`config.mk`:
```
export PLATFORM = sky130hd
export DESIGN_NAME = mult_ex
export DESIGN_NICKNAME = d
export VERILOG_FILES = /design/src/rtl/mult_ex.sv
export SDC_FILE = /design/constraint.sdc
export NUM_CORES = 1
export LEC_CHECK = 0
export BUFFER_PORTS_ARGS = -buffer_cell sky130_fd_sc_hd__buf_2
export CORE_ASPECT_RATIO = 1.75
export CORE_MARGIN = 4
export CORE_UTILIZATION = 25
export DETAILED_ROUTE_END_ITERATION = 6
export HOLD_SLACK_MARGIN = 0.15
export SLEW_MARGIN = 30
export SYNTH_ARGS = -nofsm -noshare
export SYNTH_HDL_FRONTEND = slang
export SYNTH_SLANG_ARGS = --single-unit
```
`constraint.sdc`:
```
create_clock -name clk -period 2.9 [get_ports clk]
set_input_delay 0 -clock clk [delete_from_list [all_inputs] [get_ports clk]]
set_output_delay 0 -clock clk [all_outputs]
set_load 0.1 [all_outputs]
```
`src/rtl/mult_ex.sv`:
```
// mult_ex: iterative multi-cycle multiply unit for the EX stage.
//
// Takes the multiplicand, the selected (optionally inverted) multiplier and
// the writeback tags from the RF->EX register, computes the low WIDTH bits of
// the product one step per cycle, and strobes the result to writeback.
//
// Build option: define MULT_RADIX4_EN to retire two multiplier bits per step
// (WIDTH/2 steps) instead of one (WIDTH steps).
//
// Ports:
//   clk, rst            rising-edge clock, synchronous active-high reset
//   flush               cancels any in-flight or arriving operation
//   mult_en, mult_inst_vld
//                       accept qualifiers from the RF->EX register
//   mult_op1            multiplicand
//   mult_op2, mult_imm  register / immediate multiplier
//   mult_imm_vld        selects mult_imm over mult_op2
//   mult_invtRt         bitwise-inverts the selected multiplier
//   mult_done_idx, phy_addr_mult, reg_wrt_mul
//                       writeback tags captured at accept
//   stall               unit busy, holds the RF->EX register
//   mult_result, mult_result_vld
//                       low WIDTH bits of the product, one-cycle strobe
//   mult_done_idx_out, phy_addr_mult_out, reg_wrt_mul_out
//                       tags that go with mult_result
//
// state | meaning
// ------+---------------------------------------------------------
// IDLE  | free; accepts a new operation
// CALC  | one multiplier step per cycle
// DONE  | result and tags presented, strobe high for this cycle

module mult_ex #(
  parameter int WIDTH = 16
) (
  input  logic             clk,
  input  logic             rst,
  input  logic             flush,
  input  logic             mult_en,
  input  logic             mult_inst_vld,
  input  logic [WIDTH-1:0] mult_op1,
  input  logic [WIDTH-1:0] mult_op2,
  input  logic [WIDTH-1:0] mult_imm,
  input  logic             mult_imm_vld,
  input  logic             mult_invtRt,
  input  logic [5:0]       mult_done_idx,
  input  logic [5:0]       phy_addr_mult,
  input  logic             reg_wrt_mul,
  output logic             stall,
  output logic [WIDTH-1:0] mult_result,
  output logic             mult_result_vld,
  output logic [5:0]       mult_done_idx_out,
  output logic [5:0]       phy_addr_mult_out,
  output logic             reg_wrt_mul_out
);

  localparam logic [1:0] IDLE = 2'd0;
  localparam logic [1:0] CALC = 2'd1;
  localparam logic [1:0] DONE = 2'd2;

`ifdef MULT_RADIX4_EN
  localparam int STEPS = WIDTH / 2;
`else
  localparam int STEPS = WIDTH;
`endif
  localparam int CW = (STEPS > 1) ? $clog2(STEPS) : 1;
  localparam logic [CW-1:0] LAST_CNT = CW'(STEPS - 1);

  logic [1:0]       state;
  logic [1:0]       state_nxt;
  logic [CW-1:0]    cnt;
  logic [WIDTH-1:0] mcand;
  logic [WIDTH-1:0] mplr;
  logic [WIDTH-1:0] acc;
  logic [WIDTH-1:0] acc_nxt;
  logic [WIDTH-1:0] addend;
  logic [WIDTH-1:0] mplr_eff;
  logic [5:0]       idx_q;
  logic [5:0]       phy_q;
  logic             wrt_q;
  logic             accept;
  logic             last_step;
`ifdef MULT_RADIX4_EN
  logic [WIDTH-1:0] mcand3;
`endif

  assign accept    = (state == IDLE) && mult_en && mult_inst_vld && !flush;
  assign last_step = (state == CALC) && (cnt == LAST_CNT);
  assign mplr_eff  = (mult_imm_vld ? mult_imm : mult_op2) ^ {WIDTH{mult_invtRt}};

  // A flush arriving in the DONE cycle still suppresses the strobe.
  assign mult_result_vld = (state == DONE) && !flush;

  always_comb begin
    addend = '0;
`ifdef MULT_RADIX4_EN
    case (mplr[1:0])
      2'b01:   addend = mcand;
      2'b10:   addend = mcand << 1;
      2'b11:   addend = mcand3;
      default: addend = '0;
    endcase
`else
    if (mplr[0]) addend = mcand;
`endif
    acc_nxt = acc + addend;
  end

  always_comb begin
    state_nxt = state;
    if (flush) begin
      state_nxt = IDLE;
    end else begin
      case (state)
        IDLE:    if (accept) state_nxt = CALC;
        CALC:    if (last_step) state_nxt = DONE;
        DONE:    state_nxt = IDLE;
        default: state_nxt = IDLE;
      endcase
    end
  end

  always_ff @(posedge clk) begin
    if (rst) begin
      state             <= IDLE;
      stall             <= 1'b0;
      cnt               <= '0;
      mcand             <= '0;
      mplr              <= '0;
      acc               <= '0;
      idx_q             <= '0;
      phy_q             <= '0;
      wrt_q             <= 1'b0;
      mult_result       <= '0;
      mult_done_idx_out <= '0;
      phy_addr_mult_out <= '0;
      reg_wrt_mul_out   <= 1'b0;
`ifdef MULT_RADIX4_EN
      mcand3            <= '0;
`endif
    end else begin
      state <= state_nxt;
      stall <= (state_nxt != IDLE);
      if (accept) begin
        mcand <= mult_op1;
        mplr  <= mplr_eff;
        acc   <= '0;
        cnt   <= '0;
        idx_q <= mult_done_idx;
        phy_q <= phy_addr_mult;
        wrt_q <= reg_wrt_mul;
`ifdef MULT_RADIX4_EN
        mcand3 <= mult_op1 + (mult_op1 << 1);
`endif
      end else if (state == CALC) begin
        acc <= acc_nxt;
        cnt <= cnt + 1'b1;
`ifdef MULT_RADIX4_EN
        mcand  <= mcand << 2;
        mcand3 <= mcand3 << 2;
        mplr   <= mplr >> 2;
`else
        mcand <= mcand << 1;
        mplr  <= mplr >> 1;
`endif
        // Outputs only move when a result is actually produced, so a
        // flushed operation leaves the previous result and tags intact.
        if (last_step && !flush) begin
          mult_result       <= acc_nxt;
          mult_done_idx_out <= idx_q;
          phy_addr_mult_out <= phy_q;
          reg_wrt_mul_out   <= wrt_q;
        end
      end
    end
  end

endmodule

```
==> out/metrics.cfg <==
[floorplan]
ios = 99
start_util = 0.254
core_area_sq_um = 19200
die_w_um = 114
fp.dieArea_sq_um = 21900
rows = 67
die_h_um = 193

[power_and_ir_drop]
p_comb_frac = 0.105
max-vdd-ir-drop_mv = 0.274
total_power_uw = 2880
p_int_uw = 2190
pwr-share-clk = 0.414
powerDensity_nw_per_um2 = 445
swShare = 0.238
switchingPower_uw = 686
p_seq_frac = 0.480
leakagePower_uw = 0.00265

[status]
outcome = finished clean

[timing]
setup_viol = 0
slew_headroom = 0.446
rsz0062_at_grt = no
tns_ns = 0
finalMaxSlewViolations = 0
fin_crit_sh = 0.918
finalCriticalPeriod_ns = 2.66
worst_pin_slew_ns = 0.827
maxClockFrequency_ghz = 0.376
hold_viol_final = 0
finalClockSkew_ns = 0.00448

[clock_tree]
htreeDepth = 3
numCtsBuffers = 9
clkSinkCount = 97
clkLatencyLatePin_ns = 0.35
post-cts-setup-buffers = 0
cts_max_path_buffers = 2
root_buffer = clkbuf_16
clkSlewWorstSetupHoldPaths_ns = 0.07
cts_tree = built

[drt]
postRouteAntennaNets = 0
drc_errors = 0
vias_per_cell = 4.69
firstDrtPassIters = 6
drtIter0Drc = 121
vias = 4631
wirelength_mm = 13.7
wl_per_cell_um = 13.8

[final_layout]
postLayoutCoreUtil = 0.337
fill_cells = 2014
drive_above_1_share = 0.177
synthToLayoutAreaGrowth_pct = 32.9
ff_latch_area_sq_um = 1940
n_antenna_cell = 0
final_nets = 829
multi_input_area_sq_um = 2730

[critical_path]
crit_chain = and2_1 > ha_1 > fa_1 > a21oi_1 > o211ai_1 > and2_1 > a221o_1 > nor4b_1 > a211o_1
cp_max_fo = 3
cp-start-kind = flop
cp-end-kind = flop
critPathArrivalTime_ns = 2.96
r2r-end = mult_result[12]
cp-startpoint = mcand[0]
crit_family = compound AO/OA/AOI/OAI gates
r2r_start = mcand[0]
path_depth = 9
crit_end = mult_result[12]
criticalPathCategory = reg -> reg
reg2reg_depth = 9
cp_slowest_cell = fa_1
r2r_slack_ns = 0.24
cp_num_buf_inv = 0
required_ns = 3.20
crit_top_cell = and2_1
slowest_delay_ns = 0.41

[global_routing]
grt_pass1_wl_mm = 22.9
grt_pass1_vias = 4691
grt_util_all_layers = 0.129
grt_max_degree = 52
grt-busiest-layer = met2
gr-usage-met1 = 0.140
antenna_found_initial = 0
met3_usage = 0.0229
grt-ovfl-total = 0
use_met2 = 0.236

[synthesis]
syn-num-nets = 698
synthesis.instances = 613
synth_most_common_cell = nand2_1
synth_area_leader_cell = dfxtp_1
avgSynthCellArea_sq_um = 7.94
async_flop_share = 0
synth-edff-count = 0
yosysWarnings = 0
synth-seq-cells = 97
yosys-top-cells-area = dfxtp_1, nand2_1, a21oi_1
seq_area_frac_synth = 0.399
synth_top_area_share = 0.399
syn-cell-area_sq_um = 4870
netlist_top_cells_count = nand2_1, dfxtp_1, a21oi_1, nor2_1, clkbuf_1
synth-main-ff-cell = dfxtp_1
synth_cell_types = 44

[worst_hold_path]
hold_class = in -> reg

[run]
max_cap_violations = 0

[placed_design]
place_hpwl_mm = 9.73
portBuffers = 98
place.gp.congestion = 0.845

cell families after synthesis:
family                   after synthesis  synth area share
adder cells (fa/ha/maj)               17            0.0452
AO/OA/AOI/OAI                        125             0.172
multiplexers                          19            0.0391
flip-flops                            97             0.399
buffers and inverters                 54            0.0452
XOR/XNOR                              29            0.0522
AND/OR/NAND/NOR                      272             0.248
worst min-delay path by stage:
stage	startpoint	to	slack, ns	cells past startpoint
3_3_place_gp	phy_addr_mult[1]	phy_q[1]	0.24	3
6_report	mult_op2[15]	mplr[15]	0.16	6
2_1_floorplan	flush	stall	0.09	1
5_1_grt	rst	phy_addr_mult_out[3]	0.19	3
3_5_place_dp	phy_addr_mult[0]	phy_q[0]	0.25	3
4_1_cts	mult_op2[15]	mplr[15]	0.16	6
state kept, by name (all words and copies together), names as in the netlist:
signal,cells
mplr,16
cnt,4
idx_q,6
phy_addr_mult_out,6
mult_done_idx_out,6
mult_result,16
phy_q,6
state,2
stall,1
reg_wrt_mul_out,1
wrt_q,1
acc,16
mcand,16
worst reg2reg max path, delay by kind of cell, from the launching register on:
family | cells | cell delay, ns
simple gates | 3 | 0.69
compound gates | 4 | 0.99
flops | 1 | 0.32
fa+ha+maj | 2 | 0.61
repair_timing:
item / 4_1_cts / 5_1_grt
endpoints found under the hold margin: 46 / 0
hold buffers: 60 / 0
gates resized for setup: 0 / 0
stage by stage:
step           hold slack, ns  setup slack [ns]  area [sq um]  std cells
2_1_floorplan          0.0903             0.309          4870        613
5_1_grt                 0.189           0.00829          6470        988
3_3_place_gp            0.244             0.302          5580        914
3_5_place_dp            0.248             0.260          5580        914
4_1_cts                 0.164             0.226          6470        988
6_report                0.163             0.238          6470        988
layout make-up:
cell class              count  area share
flip-flops and latches     97       0.300
clock inverters             5     0.00986
clock buffers               9      0.0348
repair buffers            170       0.184
well taps                 241      0.0466
multi-input cells         462       0.422
inverters                   4     0.00232
routing by layer:
layer,vias to the layer above,part of all wire
met5,-,0
met3,29,0.031
met1,2145,0.40
li1,2367,-
met4,0,0.035
met2,90,0.53
power groups by stage:
stage	clock [uW]	combinational [uW]	sequential, uW
after global placement	0	232	1410
after global routing	1280	336	1390
after floorplan	0	145	1410
final	1190	304	1380
after CTS	1230	306	1380
after detailed placement	0	235	1410
placed cells by master (no fill, tap or decap), drive strengths merged, types with 5 or more instances in the layout:
| cell type | instances |
|---|---|
| a21oi | 57 |
| and2 | 17 |
| ha | 16 |
| nand3 | 14 |
| a21o | 7 |
| dlygate4sd3 | 60 |
| xor2 | 7 |
| nand2 | 161 |
| nand3b | 5 |
| mux2i | 19 |
| xnor2 | 22 |
| buf | 110 |
| and3 | 6 |
| clkbuf | 9 |
| dfxtp | 97 |
| nor3 | 5 |
| inv | 7 |
| a311oi | 30 |
| a31oi | 6 |
| a211oi | 5 |
| o21ai | 10 |
| nor2 | 42 |
(Power assumes the default switching activity.)
